`src/rtl/branch_predictor.sv`:
```
`default_nettype none
// branch_predictor: direct-mapped BTB with static, bimodal or gshare direction
// prediction, trained from resolved-branch reports, plus saturating statistics.
module branch_predictor #(
  parameter int ENTRIES = 16,
  parameter int CTR_W   = 2,
  parameter int MODE    = 1,
  parameter int GHR_W   = $clog2(ENTRIES),
  parameter int CNT_W   = 32
) (
  input  logic             CLK,
  input  logic             nRST,
  input  logic [31:0]      lookup_pc,
  output logic             pred_taken,
  output logic [31:0]      pred_npc,
  input  logic             upd_valid,
  input  logic [31:0]      upd_pc,
  input  logic             upd_taken,
  input  logic [31:0]      upd_target,
  input  logic             upd_pred_taken,
  input  logic [31:0]      upd_pred_npc,
  output logic             mispredict,
  output logic [CNT_W-1:0] branch_cnt,
  output logic [CNT_W-1:0] mispred_cnt
);
  localparam int               IDX_W    = $clog2(ENTRIES);
  localparam int               TAG_W    = 30 - IDX_W;
  localparam logic [CTR_W-1:0] CTR_WEAK = CTR_W'(1 << (CTR_W - 1));
  localparam logic [CTR_W-1:0] CTR_MAX  = {CTR_W{1'b1}};
  localparam logic [CNT_W-1:0] CNT_MAX  = {CNT_W{1'b1}};
  localparam bit               GSHARE   = (MODE == 2);
  localparam bit               TRAIN_EN = (MODE != 0);

  logic [ENTRIES-1:0] valid;
  logic [TAG_W-1:0]   tag_mem    [ENTRIES];
  logic [31:0]        target_mem [ENTRIES];
  logic [CTR_W-1:0]   ctr_mem    [ENTRIES];
  logic [GHR_W-1:0]   ghr;
  logic [GHR_W-1:0]   ghr_next;
  logic [IDX_W-1:0]   hist;

  logic [IDX_W-1:0]   lk_idx, lk_cidx;
  logic [TAG_W-1:0]   lk_tag;
  logic               lk_hit;

  logic [IDX_W-1:0]   up_idx, up_cidx;
  logic [TAG_W-1:0]   up_tag;
  logic               up_hit;
  logic [CTR_W-1:0]   up_ctr, ctr_inc, ctr_dec;
  logic               train;
  logic [31:0]        actual_npc;

  // The direction only reaches the datapath through the npc it selected.
  logic unused_pred_taken;
  assign unused_pred_taken = upd_pred_taken;

  // History only perturbs the counter index; the BTB always uses the plain index.
  assign hist = GSHARE ? IDX_W'(ghr) : '0;

  generate
    if (GHR_W == 1) begin : g_ghr_one
      assign ghr_next = upd_taken;
    end else begin : g_ghr_shift
      assign ghr_next = {ghr[GHR_W-2:0], upd_taken};
    end
  endgenerate

  assign lk_idx  = lookup_pc[IDX_W+1:2];
  assign lk_tag  = lookup_pc[31:IDX_W+2];
  assign lk_cidx = lk_idx ^ hist;
  assign lk_hit  = valid[lk_idx] && (tag_mem[lk_idx] == lk_tag);

  assign pred_taken = TRAIN_EN && lk_hit && ctr_mem[lk_cidx][CTR_W-1];
  assign pred_npc   = pred_taken ? target_mem[lk_idx] : lookup_pc + 32'd4;

  assign actual_npc = upd_taken ? upd_target : upd_pc + 32'd4;
  assign mispredict = upd_valid && (upd_pred_npc != actual_npc);

  assign up_idx  = upd_pc[IDX_W+1:2];
  assign up_tag  = upd_pc[31:IDX_W+2];
  assign up_cidx = up_idx ^ hist;
  assign up_hit  = valid[up_idx] && (tag_mem[up_idx] == up_tag);
  assign up_ctr  = ctr_mem[up_cidx];
  assign ctr_inc = (up_ctr == CTR_MAX) ? up_ctr : up_ctr + CTR_W'(1);
  assign ctr_dec = (up_ctr == '0) ? up_ctr : up_ctr - CTR_W'(1);
  assign train   = upd_valid && TRAIN_EN;

  always_ff @(posedge CLK) begin
    if (!nRST) begin
      valid <= '0;
      ghr   <= '0;
      for (int i = 0; i < ENTRIES; i++) begin
        ctr_mem[i] <= '0;
      end
    end else if (train) begin
      if (upd_taken) begin
        valid[up_idx]    <= 1'b1;
        ctr_mem[up_cidx] <= up_hit ? ctr_inc : CTR_WEAK;
      end else if (up_hit) begin
        ctr_mem[up_cidx] <= ctr_dec;
      end
      if (GSHARE) begin
        ghr <= ghr_next;
      end
    end
  end

  // Tag and target need no reset: valid gates every use of them.
  always_ff @(posedge CLK) begin
    if (nRST && train && upd_taken) begin
      tag_mem[up_idx]    <= up_tag;
      target_mem[up_idx] <= upd_target;
    end
  end

  always_ff @(posedge CLK) begin
    if (!nRST) begin
      branch_cnt  <= '0;
      mispred_cnt <= '0;
    end else begin
      if (upd_valid && (branch_cnt != CNT_MAX)) begin
        branch_cnt <= branch_cnt + CNT_W'(1);
      end
      if (mispredict && (mispred_cnt != CNT_MAX)) begin
        mispred_cnt <= mispred_cnt + CNT_W'(1);
      end
    end
  end

endmodule
`default_nettype wire

```
`config.mk`:
```
export PLATFORM = sky130hd
export DESIGN_NAME = branch_predictor
export DESIGN_NICKNAME = d
export VERILOG_FILES = /design/src/rtl/branch_predictor.sv
export SDC_FILE = /design/constraint.sdc
export NUM_CORES = 2
export LEC_CHECK = 0
export BUFFER_PORTS_ARGS = -buffer_cell sky130_fd_sc_hd__buf_2
export CAP_MARGIN = 40
export CORE_MARGIN = 3
export CORE_UTILIZATION = 45
export DETAILED_ROUTE_END_ITERATION = 16
export PLACE_DENSITY = 0.68
export SYNTH_ARGS = -nofsm -noshare
export SYNTH_HDL_FRONTEND = slang
export SYNTH_SLANG_ARGS = --single-unit
```
`constraint.sdc`:
```
create_clock -name CLK -period 5.5 [get_ports CLK]
set_clock_uncertainty 0.2 [all_clocks]
set_input_delay 0 -clock CLK [delete_from_list [all_inputs] [get_ports CLK]]
set_output_delay 0 -clock CLK [all_outputs]
set_load 0.05 [all_outputs]
```
==> results.py <==
metrics = {
    "synthesis": {
        "yosysSeqAreaShare": 0.644,
        "ys_seq_elements": 1040,
        "ys.flop_type": "edfxtp_1",
        "ys_warn_count": 0,
        "yosysUniqueCellTypes": 83,
        "synth_nets": 2843,
        "synth_cells": 2703,
        "synth-edff-count": 960,
        "syn_avg_cell_area_um2": 17.5,
        "netlist_area_mm2": 0.0472,
        "synth-async-reset-ratio": 0,
    },
    "critical_path": {
        "cp.arrival_ns": 4.82,
        "critPathMaxFanout": 58,
        "crit_type": "in2out",
        "r2r-end": "ctr_mem[3][1]$_SDFFCE_PN0P_",
        "startpoint_type": "input port",
        "r2r_start": "tag_mem[3][13]$_DFFE_PP_",
        "r2r_cells": 8,
        "rrSetupSlack_ns": 1.31,
        "end_kind": "primary output",
        "required_ns": 5.30,
    },
    "clock_tree": {
        "clock_latency_ns": 0.69,
        "post_cts.repair.setup_buffers": 0,
        "htreeDepth": 3,
        "cts_buffer_depth": 3,
        "cts_made_buffers": 103,
        "cts_tree": "yes",
        "cts.sinks": 1040,
        "clk_pin_slew_ns": 0.06,
        "cts_root_buffer": "clkbuf_16",
        "cts.repair.resized": 0,
    },
    "global_route": {
        "grt_pass1_wl_um": 197000,
        "grt-ovfl-total": 0,
        "grt_use_total": 0.250,
        "grt_start_max_net_pins": 110,
        "grt_pass1_vias": 28600,
        "antenna_found_initial": 22,
    },
    "timing": {
        "slew_violations": 0,
        "rsz0062_at_grt": "no",
        "setup_tns_ns": 0,
        "fin_ws_ns": 0.476,
        "setup_viol": 0,
        "finalHoldViolations": 0,
        "relSlewSlack": 0.276,
        "min_period_over_period": 0.913,
        "worst_slew_pin_slew_ns": 1.09,
        "timing.hold.ws_ns": 0.0516,
        "post-route-min-period_ns": 5.02,
        "timing.fmax_mhz": 199,
    },
    "route": {
        "wl_per_cell_um": 30.7,
        "viasPerCell": 6.43,
        "routed_wl_um": 137000,
        "ant_nets": 0,
        "drt_iter0_markers": 3727,
        "drc": 0,
        "drtPass1Iterations": 6,
        "vias": 28700,
    },
    "layout": {
        "fin_util": 0.525,
        "drive_above_1_share": 0.297,
        "layoutNonFillerInstCount": 4462,
        "area_delta_synth_final_pct": 15.3,
        "nNetsFinal": 3117,
    },
    "placement": {
        "pre_cts_ws_ns": 0.803,
        "dp_hpwl_um": 86300,
        "post-place-cells": 4191,
        "gp_congestion": 0.955,
        "portBuffers": 229,
    },
    "power": {
        "leakage_uw": 0.0176,
        "peakVddDrop_mv": 0.327,
        "p_per_area_mw_per_mm2": 327,
    },
    "floorplan": {
        "start_util": 0.455,
        "coreArea_mm2": 0.104,
        "die_h_um": 330,
        "die_w_um": 330,
        "dieArea_mm2": 0.109,
        "rows": 118,
        "io_pins": 231,
    },
    "hold_path": {
        "hold_end": "target_mem[14][3]$_DFFE_PP_",
        "hp-start": "upd_target[3]",
        "hold_path.class": "in2reg",
        "whs_path_depth": 2,
    },
    "run": {
        "maxCapViolCount": 0,
    },
    "outcome": {
        "outcome": "finished clean",
    },
}
sequential cells by signal (all words and copies together) (netlist names):
| name | count |
|---|---|
| valid | 16 |
| branch_cnt | 32 |
| ctr_mem | 32 |
| target_mem | 512 |
| mispred_cnt | 32 |
| tag_mem | 416 |
power by group:
group          leakage, uW  switching [uW]  internal, uW
Clock              0.00179            3100          4560
Sequential         0.00932            25.3          8690
Combinational      0.00650             871           559
per-stage QoR:
stage,power (uW),area (um2)
floorplan,9720,47200
CTS,17900,54400
global placement,10200,50100
global route,18300,54400
finish,17800,54500
detailed placement,10300,50100
metal layers:
layer  track usage  vias to the layer above  wire length, um
met3        0.0692                      244            15700
met4        0.0656                       18             3620
li1              -                    11700                -
met1         0.348                    15000            53200
met5             0                        -              108
met2         0.392                     1689            64400
Yosys cell counts (all sizes together) (8+ instances only):
master | number | area (um2)
edfxtp | 960 | 28800
a221oi | 8 | 70.1
nor3 | 40 | 205
and4 | 10 | 87.6
mux4 | 391 | 8810
or3 | 14 | 87.6
nor4 | 23 | 165
xor2 | 45 | 394
nor2 | 85 | 319
inv | 31 | 116
buf | 89 | 477
nand2 | 130 | 488
a211oi | 12 | 90.1
mux2 | 13 | 146
o31ai | 31 | 233
nand4 | 50 | 328
a21oi | 49 | 317
nand3 | 62 | 315
clkbuf | 93 | 350
or4 | 32 | 244
dfxtp | 80 | 1600
nand2b | 15 | 93.8
xnor2 | 101 | 885
a21o | 16 | 120
and2 | 20 | 125
mux2i | 78 | 781
o21ai | 79 | 407
a22oi | 12 | 90.1
and3 | 35 | 219
how the worst max path moves through the flow:
stage / end / slack (ns) / start
5_1_grt: mispredict / 0.39 / upd_pc[8]
3_3_place_gp: pred_npc[24] / 0.82 / lookup_pc[2]
4_1_cts: mispredict / 0.57 / upd_pc[8]
3_5_place_dp: mispred_cnt[0]$_SDFFE_PN0P_ / 0.80 / upd_pc[2]
6_report: mispredict / 0.48 / upd_pc[8]
2_1_floorplan: tag_mem[15][0]$_DFFE_PP_ / 0.76 / upd_taken
cells by family (layout without fill, tap and decap cells):
kind of cell,count (synthesis),after routing,synth area share
buf+inv,213,574,0.0200
mux,482,482,0.206
fa+ha+maj,8,8,0.00207
compound gates,278,278,0.0410
flops,1040,1040,0.644
other cells,0,18,0
xor+xnor,146,146,0.0271
simple gates,536,536,0.0598
worst max-delay path: stages:
cell           delay (ns)
dlygate4sd3_1        0.59
buf_2                0.48
nand4_4              0.27
or4_1                0.84
a221o_1              0.42
or4_1                0.47
or4_4                0.52
nor4_4               0.30
buf_4                0.51
nor2_1               0.10
buf_2                0.24
cell usage in the layout (no fill, tap or decap), types with 35 or more instances in the layout:
cell and count:
xnor2_1 101, o21ai_0 72, nand3_1 61, dfxtp_1 80
dlygate4sd3_1 61, mux2i_1 78, nand4_1 49, edfxtp_1 960
mux4_2 391, nor3_1 39, clkbuf_16 103, nand2_1 130
buf_4 42, buf_2 223, xor2_1 45, nor2_1 84
and3_1 35
layout make-up:
type / instances / area (um2)
flip-flops and latches: 1040 / 30400
clock buffers: 118 / 2640
clock inverters: 74 / 1070
multi-input cells: 1450 / 15900
repair buffers: 351 / 2530
diodes: 18 / 45.0
inverters: 31 / 116
well taps: 1380 / 1730
fillers: 8097 / 49300
repair_timing:
action	in CTS	in global routing
endpoints found under the setup margin	0	0
hold buffers	61	0
endpoints found under the hold margin	1001	0
(Power assumes the default switching activity.)
